**src/rtl/mem_access_unit.sv**
```systemverilog
// Load/store adapter between the EX/MEM stage and a word-only data memory.
// Sub-word stores take a read cycle plus a write cycle; loads return one cycle after the request.
module mem_access_unit #(
    parameter logic [31:0] DM_START = 32'h0000_0000,
    parameter logic [31:0] DM_END   = 32'h0000_FFFF
) (
    input  logic        clk,
    input  logic        reset,
    input  logic        req_valid,
    input  logic        req_write,
    input  logic [1:0]  req_size,
    input  logic        req_unsigned,
    input  logic [31:0] req_addr,
    input  logic [31:0] req_wdata,
    output logic        stall,
    output logic        load_valid,
    output logic [31:0] load_data,
    output logic        fault,
    output logic [31:0] dm_addr,
    output logic        dm_rw,
    output logic [31:0] dm_wdata,
    input  logic [31:0] dm_rdata
);

    localparam logic [1:0] SZ_BYTE = 2'b00;
    localparam logic [1:0] SZ_HALF = 2'b01;
    localparam logic [1:0] SZ_WORD = 2'b10;

    typedef enum logic [0:0] {
        IDLE   = 1'b0,
        RMW_WR = 1'b1
    } state_t;

    state_t      state_q, state_d;
    logic [29:0] waddr_q, waddr_d;
    logic [31:0] merge_q, merge_d;
    logic        load_valid_q, load_valid_d;
    logic [31:0] load_data_q, load_data_d;
    logic        fault_q, fault_d;

    logic        misalign_s;
    logic        below_s;
    logic        above_s;
    logic        fault_s;
    logic [32:0] last_s;

    function automatic logic [32:0] last_byte_addr(input logic [31:0] addr,
                                                   input logic [1:0]  size);
        logic [32:0] span;
        case (size)
            SZ_BYTE: span = 33'd0;
            SZ_HALF: span = 33'd1;
            SZ_WORD: span = 33'd3;
            default: span = 33'd0;
        endcase
        return {1'b0, addr} + span;
    endfunction

    function automatic logic [31:0] merge_lane(input logic [31:0] word,
                                               input logic [31:0] wdata,
                                               input logic [1:0]  size,
                                               input logic [1:0]  offs);
        logic [31:0] res;
        res = word;
        case (size)
            SZ_BYTE: res[{offs, 3'b000} +: 8]        = wdata[7:0];
            SZ_HALF: res[{offs[1], 4'b0000} +: 16]   = wdata[15:0];
            default: res                             = wdata;
        endcase
        return res;
    endfunction

    function automatic logic [31:0] extract_load(input logic [31:0] word,
                                                 input logic [1:0]  size,
                                                 input logic [1:0]  offs,
                                                 input logic        uns);
        logic [7:0]  b;
        logic [15:0] h;
        logic [31:0] res;
        b = word[{offs, 3'b000} +: 8];
        h = word[{offs[1], 4'b0000} +: 16];
        case (size)
            SZ_BYTE: res = uns ? {24'd0, b} : {{24{b[7]}}, b};
            SZ_HALF: res = uns ? {16'd0, h} : {{16{h[15]}}, h};
            default: res = word;
        endcase
        return res;
    endfunction

    // Request legality: alignment for the access size and the full byte span inside data memory
    always_comb begin
        misalign_s = 1'b0;
        case (req_size)
            SZ_BYTE: misalign_s = 1'b0;
            SZ_HALF: misalign_s = req_addr[0];
            SZ_WORD: misalign_s = (req_addr[1:0] != 2'b00);
            default: misalign_s = 1'b1;
        endcase
        last_s  = last_byte_addr(req_addr, req_size);
        // borrow out of the 33-bit subtraction flags an address below DM_START
        below_s = 1'(({1'b0, req_addr} - {1'b0, DM_START}) >> 32);
        above_s = (last_s > {1'b0, DM_END});
        fault_s = misalign_s | below_s | above_s;
    end

    // State register
    always_ff @(posedge clk) begin
        if (reset) begin
            state_q <= IDLE;
        end else begin
            state_q <= state_d;
        end
    end

    // Next-state logic: only a legal sub-word store leaves IDLE
    always_comb begin
        state_d = state_q;
        case (state_q)
            IDLE: begin
                if (req_valid && req_write && !fault_s && (req_size != SZ_WORD)) begin
                    state_d = RMW_WR;
                end else begin
                    state_d = IDLE;
                end
            end
            RMW_WR:  state_d = IDLE;
            default: state_d = IDLE;
        endcase
    end

    // Memory-side outputs; writes and stall are suppressed while reset is high
    always_comb begin
        dm_addr  = 32'd0;
        dm_rw    = 1'b0;
        dm_wdata = 32'd0;
        stall    = 1'b0;
        case (state_q)
            IDLE: begin
                if (req_valid && !fault_s) begin
                    dm_addr = {req_addr[31:2], 2'b00};
                    if (req_write) begin
                        if (req_size == SZ_WORD) begin
                            dm_rw    = ~reset;
                            dm_wdata = req_wdata;
                        end else begin
                            stall = ~reset;
                        end
                    end else begin
                        dm_rw = 1'b0;
                    end
                end else begin
                    dm_addr = 32'd0;
                end
            end
            RMW_WR: begin
                dm_addr  = {waddr_q, 2'b00};
                dm_rw    = ~reset;
                dm_wdata = merge_q;
            end
            default: begin
                dm_addr = 32'd0;
            end
        endcase
    end

    // Next values for the load result, fault pulse and read-modify-write holding registers
    always_comb begin
        load_valid_d = 1'b0;
        load_data_d  = 32'd0;
        fault_d      = 1'b0;
        merge_d      = merge_q;
        waddr_d      = waddr_q;
        if ((state_q == IDLE) && req_valid) begin
            fault_d = fault_s;
            if (req_write) begin
                if (!fault_s) begin
                    merge_d = merge_lane(dm_rdata, req_wdata, req_size, req_addr[1:0]);
                    waddr_d = req_addr[31:2];
                end else begin
                    merge_d = merge_q;
                end
            end else begin
                load_valid_d = 1'b1;
                load_data_d  = fault_s ? 32'd0
                                       : extract_load(dm_rdata, req_size, req_addr[1:0], req_unsigned);
            end
        end else begin
            fault_d = 1'b0;
        end
    end

    // Datapath registers
    always_ff @(posedge clk) begin
        if (reset) begin
            load_valid_q <= 1'b0;
            load_data_q  <= 32'd0;
            fault_q      <= 1'b0;
            merge_q      <= 32'd0;
            waddr_q      <= 30'd0;
        end else begin
            load_valid_q <= load_valid_d;
            load_data_q  <= load_data_d;
            fault_q      <= fault_d;
            merge_q      <= merge_d;
            waddr_q      <= waddr_d;
        end
    end

    assign load_valid = load_valid_q;
    assign load_data  = load_data_q;
    assign fault      = fault_q;

endmodule

```
**config.mk**
```make
export PLATFORM = sky130hd
export DESIGN_NAME = mem_access_unit
export DESIGN_NICKNAME = d
export VERILOG_FILES = /design/src/rtl/mem_access_unit.sv
export SDC_FILE = /design/constraint.sdc
export NUM_CORES = 1
export LEC_CHECK = 0
export ABC_AREA = 1
export BUFFER_PORTS_ARGS = -buffer_cell sky130_fd_sc_hd__buf_2
export CAP_MARGIN = 20
export CORE_AREA = 2 2 157 98
export DETAILED_ROUTE_END_ITERATION = 16
export DIE_AREA = 0 0 159 100
export GPL_TIMING_DRIVEN = 0
export PLACE_DENSITY = 0.74
export SYNTH_ARGS = -nofsm -noshare
export SYNTH_HDL_FRONTEND = slang
export SYNTH_SLANG_ARGS = --single-unit
```
**constraint.sdc**
```tcl
create_clock -name clk -period 3.88 [get_ports clk]
set_clock_uncertainty 0.1 [all_clocks]
set_input_delay 0.388 -clock clk [delete_from_list [all_inputs] [get_ports clk]]
set_output_delay 0.388 -clock clk [all_outputs]
set_load 0.05 [all_outputs]
```
After elaboration in Yosys (flattened, before gate mapping)

Index checks and enable logic that the tools add are counted.

Bitwise logic cells: 5
Reduce and logical (&&, ||, !) cells: 11
Eq/ne operators: 3
Shift-type cells: 6
Add/sub/neg operators: 3
Mux-type cells: 25
$lt $le $gt $ge: 1

Operators by type and width:

| cell                    | count |
|---|---|
| $pmux 32 s2             | 4 |
| $mux 32                 | 6 |
| $bwmux 32               | 2 |
| $add 32x33->33          | 1 |
| $gt 33x16->1 const B    | 1 |
| $shift 16x7->32 const A | 1 |
| $shift 8x7->32 const A  | 1 |
| $shiftx 16x7->32        | 1 |
| $shiftx 32x6->16        | 1 |
| $shiftx 32x6->8         | 1 |
| $shiftx 8x7->32         | 1 |
| $neg 5->7               | 2 |
| $mux 1                  | 9 |
| $logic_and 1x1->1       | 5 |
| $not 1->1               | 4 |
| $pmux 1 s2              | 2 |
| $pmux 2 s2              | 1 |
| $reduce_or 4->1         | 1 |
| $pmux 1 s3              | 1 |
| $reduce_and 3->1        | 1 |
| $eq 2x1->1 const B      | 1 |
| $eq 2x2->1 const B      | 1 |
| $logic_not 2->1         | 1 |
| $ne 2x2->1 const B      | 1 |
| other kinds (4)         | 4 |

Logic and storage cells: 60
Register bits after elaboration: 97
Input port bits: 103
Output and inout port bits: 100

Longest topological paths before layout

Gate-level depths: netlist of run 1.

Depth after elaboration: 10
Mapped depth: 19
Depth with buffers taken out: 18

Worst setup path before layout of run 1

Ideal clock, no wire load.

Path kind: input to output
From: input req_size[0]
To: output stall
Arrival time: 3.624 ns
Buffers on the path: 1
Setup slack: -0.232 ns
Cell stages on the path: 18
Required time: 3.392 ns
Path through: inv_1 > ha_1 > ha_1 > fa_1 > inv_1 > nor2_1 > nand2_1 > nor2_1 > nand2_1 > nand2_1 > nor2_1 > nand3_1 > nor2_2 > nand3_4 > nor2_8 > buf_6 > nand2_1 > nor3_1

Longest elaborated chain between the ends: 9
Elaborated cells on any way between the ends: 14
Classes of those cells: add/sub (1); order compare (1); eq/ne (2); mux (6); bitwise (1); reduce/logical (3)

Ends and longest elaborated chain:

| item                                     | line        | text |
|---|---|---|
| start: declaration                       | 11          | `input logic [1:0] req_size,` |
| $eq 2x2->1 or $eq 2x1->1 (tied branches) | 50, 93, 142 |  |
| $pmux 2 s2                               | 50          | `case (size)` |
| $add 32x33->33                           | 56          | `return {1'b0, addr} + span;` |
| $gt 33x16->1                             | 102         | `above_s = (last_s > {1'b0, DM_END});` |
| $or 1x1->1                               | 103         | `fault_s = misalign_s \| below_s \| above_s;` |
| $logic_not 1->1                          | --          |  |
| $logic_and 1x1->1                        | 139         | `if (req_valid && !fault_s) begin` |
| $mux 1 *                                 | 139         |  |
| $mux 1 *                                 | 137         | `case (state_q)` |
| end: declaration                         | 15          | `output logic stall,` |

Every way passes the cells marked *; elsewhere a longest branch is shown, timed or not.

Final worst setup path of run 1

From: input req_size[0]
To: output dm_wdata[15]

Longest elaborated chain between the ends: 9
Elaborated cells on any way between the ends: 14
Classes of those cells: add/sub (1); order compare (1); eq/ne (2); mux (6); bitwise (1); reduce/logical (3)

Ends and longest elaborated chain:

| item                                     | line        | text |
|---|---|---|
| $eq 2x2->1 or $eq 2x1->1 (tied branches) | 50, 93, 142 |  |
| $pmux 2 s2                               | 50          |  |
| $add 32x33->33                           | 56          |  |
| $gt 33x16->1                             | 102         |  |
| $or 1x1->1                               | 103         |  |
| $logic_not 1->1                          | --          |  |
| $logic_and 1x1->1                        | 139         |  |
| $mux 32 *                                | 139         |  |
| $pmux 32 s2 *                            | 137         |  |
| end: declaration                         | 21          | `output logic [31:0] dm_wdata,` |

Marked as above.

==> results.yml, run 1 <==
outcome:
  outcome: "completed"
synth:
  synthMuxAreaShare: 0
  yosys_warnings: 0
  async_flop_share: 0
  yosys.area_share.simple: 0.353
  synth_adder_area_share: 0.0249
  yosysSeqAreaShare: 0.285
  syn_area_per_cell_um2: 6.14
  synth.distinct_cells: 35
  synth_edf_count: 0
  synth-xor-area-share: 0
  synth_seq_cells: 97
  synthTopCellsByArea: "dfxtp_1 28%, nand2_1 17%, nor2_1 8.1%"
  syn_inst: 1110
  synth_compound_area_frac: 0.226
  synth.most_common_cell: "nand2_1"
  synth_common_cells: "304 x nand2_1, 147 x nor2_1, 115 x inv_1"
  synth.top_cell.area_share: 0.285
  synth.cell_area_mm2: 0.00682
  synth_top_family_by_area: "simple AND/OR/NAND/NOR gates"
  synth-main-ff-cell: "dfxtp_1"
  synth_top_cell_by_area: "dfxtp_1"
floorplan:
  io_pins: 203
  dieArea_mm2: 0.0159
  die_y_um: 100
  coreArea_mm2: 0.0147
  die_w_um: 159
  rows: 35
  start_util: 0.464
drt:
  drtIter0Drc: 1019
  via_per_inst: 5.51
  drc_errors: 0
  dr_total_vias: 8459
  wl_per_cell_um: 16.9
  ant_nets: 0
  first_pass_iters: 5
  wl_um: 25900
setup_path:
  crit_path_start_kind: "input port"
  worstPathRequired_ps: 3390
  worstPathMaxFanout: 10
  end_kind: "primary output"
  crit_chain: "buf_2 > inv_2 > ha_1 > ha_2 > fa_2 > inv_2 > nor2_4 > nand2_4 > nor2_1 > nand2_1 > nor2_1 > nor2_1 > nand3_1 > nor2_4 > nand3_4 > nor2_8 > nand3_4 > buf_12 > a21oi_2 > buf_6"
  worst-setup-path-type: "in2out"
  crit_arrival_ps: 3280
  crit_top_cell: "nor2_1"
  max_stage_delay_ps: 420
  slowest_stage: "fa_2"
sta:
  fmax_mhz: 265
  tightest_slew_ps: 727
  finalHoldViolCount: 0
  setup_viol: 0
  slew_headroom: 0.515
  hold_ws_ps: 225
  fin_crit_sh: 0.971
  rsz0062_at_grt: "true"
  drv_slew: 0
  period_minus_slack_ps: 3770
pwr:
  p_leak_uw: 0.00405
  ir_drop_uv: 258
  power_density_mw_per_mm2: 275
finish:
  nFillCells: 1470
  syn2layout_area_growth_pct: 26.7
  postLayoutCellArea_mm2: 0.00864
  final_cell_count_no_fill: 1535
  multi_input_area_mm2: 0.00418
  final_net_count: 1442
  drive_above_1_share: 0.208
  regArea_mm2: 0.00194
global_routing:
  grt_pass1_wl_um: 39400
  grt_overflow: 0
  grt_max_degree: 19
  antenna_found_initial: 0
  grt_usage: 0.311
  grt_pass1_vias: 7425
clock_network:
  cts.htree.levels: 3
  insertion_delay_ps: 340
  clock-sinks: 97
  cts_tree: "built"
  clock_path_buffers: 2
  clkSlewWorstSetupHoldPaths_ps: 70
  cts_root_buf: "clkbuf_16"
  cts_made_buffers: 9
  cts_hold_buf: 0
run:
  max_cap_violations: 0
place:
  dp.cells: 1513
  hpwl_um: 20400
  portBuffers: 199
  gp_congestion: 1.04
  placed_area_mm2: 0.00808
min_path:
  hp-class: "in2reg"
[flip-flops by register name, summed over array words and instances, names as in the netlist]
name        cells
load_data      32
merge_q        32
waddr_q        30
fault           1
load_valid      1
state_q         1
[final timing paths]
kind	from	to	slack, ps	cells past startpoint
worst max-delay path	req_size[0]	dm_wdata[15]	110	20
worst min-delay path	dm_rdata[13]	load_data[13]	220	3
worst max register to register	state_q	merge_q[25]	1720	5
worst min register to register	waddr_q[24]	waddr_q[24]	340	2
[cell type report]
type | count | share of cell area
diodes | 1 | 0.000290
plain buffers | 72 | 0.0382
multi-input cells | 824 | 0.483
inverters | 118 | 0.0512
clock inverters | 7 | 0.00999
repair buffers | 204 | 0.137
clock buffers | 9 | 0.0261
well taps | 203 | 0.0294
flip-flops and latches | 97 | 0.225
[layout by cell type (no fill, tap or decap), types with 13 or more instances in the layout]
| cell type | instances |
|---|---|
| o221ai_1 | 18 |
| o22ai_1 | 28 |
| a21oi_1 | 73 |
| nand2_1 | 302 |
| a221oi_1 | 14 |
| o21ai_0 | 30 |
| nand3_1 | 89 |
| nor2_1 | 143 |
| inv_1 | 112 |
| nor3_1 | 13 |
| clkbuf_1 | 59 |
| buf_6 | 19 |
| buf_2 | 176 |
| buf_4 | 15 |
| dfxtp_1 | 97 |
| a21oi_2 | 19 |
| o21a_1 | 20 |
[repair_timing]
action / in CTS / in global routing
buffers inserted: 1 / 3
cloned: 0 / 1
pin swaps: 1 / 12
setup endpoints to repair: 49 / 49
resized for setup: 25 / 38
[cell families (layout without fill, tap and decap cells)]
family          Yosys count  in the layout
simple gates            576            576
compound gates          233            233
buf+inv                 190            410
flops                    97             97
fa+ha+maj                13             13
other cells               1              3
[layer usage]
layer	track usage	vias to the layer above	part of all wire
li1	-	4088	-
met1	0.458	3843	0.46
met2	0.463	485	0.41
met3	0.0674	43	0.11
met4	0.0762	0	0.016
met5	0	-	0
[worst max-delay path, delay by kind of cell]
kind | cells | cell delay, ps
adders and majority gates | 3 | 900
AOI/OAI and AO/OA | 1 | 150
and+or+nand+nor | 11 | 1140
buffers and inverters | 5 | 660
[power breakdown]
part | internal (uW) | leakage [uW] | total, uW | switching, uW
Sequential | 995 | 0.000781 | 996 | 0.596
Clock | 513 | 0.000150 | 933 | 420
Combinational | 143 | 0.00312 | 446 | 303
[per-stage QoR]
stage	setup slack, ps	utilization	setup TNS, ps	total power (uW)
global placement	-201	0.549	-6300	1440
detailed placement	-223	0.549	-7250	1440
floorplan	140	-	0	1270
CTS	6.45	0.575	0	2370
global route	-33.7	0.587	-201	2460
finish	113	0.587	0	2370
No activity file was read; power rests on OpenSTA's default activity.
==> run 2, diff against run 1 <==
CORE_AREA = 2 2 150 93   (was 2 2 157 98)
DIE_AREA = 0 0 152 95   (was 0 0 159 100)
PLACE_DENSITY = 0.81   (was 0.74)
==> run 2 against run 1 <==
  * Sequential cell count stayed put
  * Count of clock-buffer cells in the layout is 2 higher
  * Sequential power hardly changed
  * Power is 2.4% higher
  * Critical path depth is 1 higher
  * Routed wire length is 1.9% higher
==> results.yml, run 2 (synthesized netlist as in run 1, its figures left out) <==
clock_network:
  clock_path_buffers: 2
  cts_tree: "built"
  clkSlewWorstSetupHoldPaths_ps: 70
  cts_hold_buf: 0
  insertion_delay_ps: 350
  clock-sinks: 97
  cts_made_buffers: 9
  cts.htree.levels: 3
  cts_root_buf: "clkbuf_16"
setup_path:
  worstPathMaxFanout: 7
  slowest_stage: "ha_4"
  worstPathRequired_ps: 3390
  crit_arrival_ps: 3250
  max_stage_delay_ps: 270
  crit_path_start_kind: "input port"
  crit_top_cell: "nand2_2"
  crit_chain: "buf_2 > inv_2 > ha_4 > ha_4 > fa_2 > inv_1 > nor2_2 > nand2_2 > nor2_4 > nand2_2 > nand2_2 > nand2_1 > nor2_1 > nand3_1 > nor2_2 > nand3_4 > nor2_8 > nand3_4 > buf_8 > a21oi_2 > buf_4"
  worst-setup-path-type: "in2out"
  end_kind: "primary output"
sta:
  period_minus_slack_ps: 3740
  fmax_mhz: 268
  drv_slew: 0
  setup_viol: 0
  fin_crit_sh: 0.963
  slew_headroom: 0.296
  tightest_slew_ps: 1060
  finalHoldViolCount: 0
floorplan:
  io_pins: 203
  rows: 33
  die_w_um: 152
  coreArea_mm2: 0.0133
  start_util: 0.515
  dieArea_mm2: 0.0144
  die_y_um: 95
pwr:
  ir_drop_uv: 228
  power_density_mw_per_mm2: 278
  p_leak_uw: 0.00407
global_routing:
  grt_usage: 0.347
  grt_max_degree: 17
  grt_overflow: 0
  grt_pass1_wl_um: 39600
  grt_pass1_vias: 7620
  antenna_found_initial: 0
outcome:
  outcome: "completed"
finish:
  final_cell_mix: "299 x nand2_1, 171 x buf_2, 143 x nor2_1"
  final_net_count: 1445
  final_cell_count_no_fill: 1509
  syn2layout_area_growth_pct: 28.4
  mostFrequentLayoutCell: "nand2_1"
  drive_above_1_share: 0.212
  num_antenna_cells: 0
  nFillCells: 1245
  postLayoutCellArea_mm2: 0.00875
run:
  max_cap_violations: 0
place:
  gp_congestion: 1.04
  placed_area_mm2: 0.00804
  hpwl_um: 20100
  dp.cells: 1485
  portBuffers: 199
drt:
  drtIter0Drc: 844
  first_pass_iters: 5
  wl_um: 26400
  via_per_inst: 5.77
  dr_total_vias: 8709
  wl_per_cell_um: 17.5
  ant_nets: 0
  drc_errors: 0
min_path:
  hp-class: "in2reg"
run 2: area by class of cell:
cell class                 count  area (um^2)  share of cell area
inverter                     118          443              0.0506
clock inverter                 5         85.1             0.00972
multi-input combinational    824         4280               0.488
buffer                        72          327              0.0373
timing repair buffer         207         1230               0.140
clock buffer                  11          233              0.0266
sequential                    97         1940               0.222
tap                          175          219              0.0250
run 2: critical path, delay by kind of cell:
family / cells / cell delay, ps
simple gates: 12 / 1430
compound gates: 1 / 120
buf+inv: 5 / 660
fa+ha+maj: 3 / 630
run 2: metal layers:
layer / global-route usage / part of all wire
met1: 0.494 / 0.43
met2: 0.517 / 0.41
met3: 0.0881 / 0.14
met4: 0.104 / 0.021
met5: 0 / 0
run 2: path summary, 6_finish.rpt:
path | startpoint | to | slack [ps] | cells past startpoint
worst min register to register | waddr_q[22] | waddr_q[22] | 340 | 2
worst max-delay path | req_size[0] | dm_wdata[25] | 140 | 21
worst min-delay path | dm_rdata[15] | load_data[15] | 210 | 3
worst max register to register | state_q | merge_q[27] | 1800 | 5
run 2: power by group:
| part | leakage (uW) | internal (uW) | switching (uW) | total, uW |
|---|---|---|---|---|
| logic | 0.00313 | 145 | 311 | 456 |
| clock network | 0.000151 | 571 | 410 | 980 |
| registers | 0.000781 | 996 | 0.598 | 996 |
| total | 0.00407 | 1710 | 721 | 2430 |
run 2: per-stage QoR:
step | power, uW | util | hold slack (ps) | TNS, ps | setup slack (ps)
final | 2430 | 0.661 | 214 | 0 | 143
after global routing | 2510 | 0.661 | 230 | -6.66 | -6.66
after CTS | 2400 | 0.638 | 210 | 0 | 8.47
after detailed placement | 1440 | 0.607 | 329 | -8590 | -257
after global placement | 1440 | 0.607 | 327 | -5040 | -173
after floorplan | 1270 | - | 319 | 0 | 140
run 2: repair_timing:
item,in CTS,in global routing
setup buffers,4,2
endpoints found under the setup margin,49,49
resized for setup,26,55
pin swaps,4,14
cloned,0,2
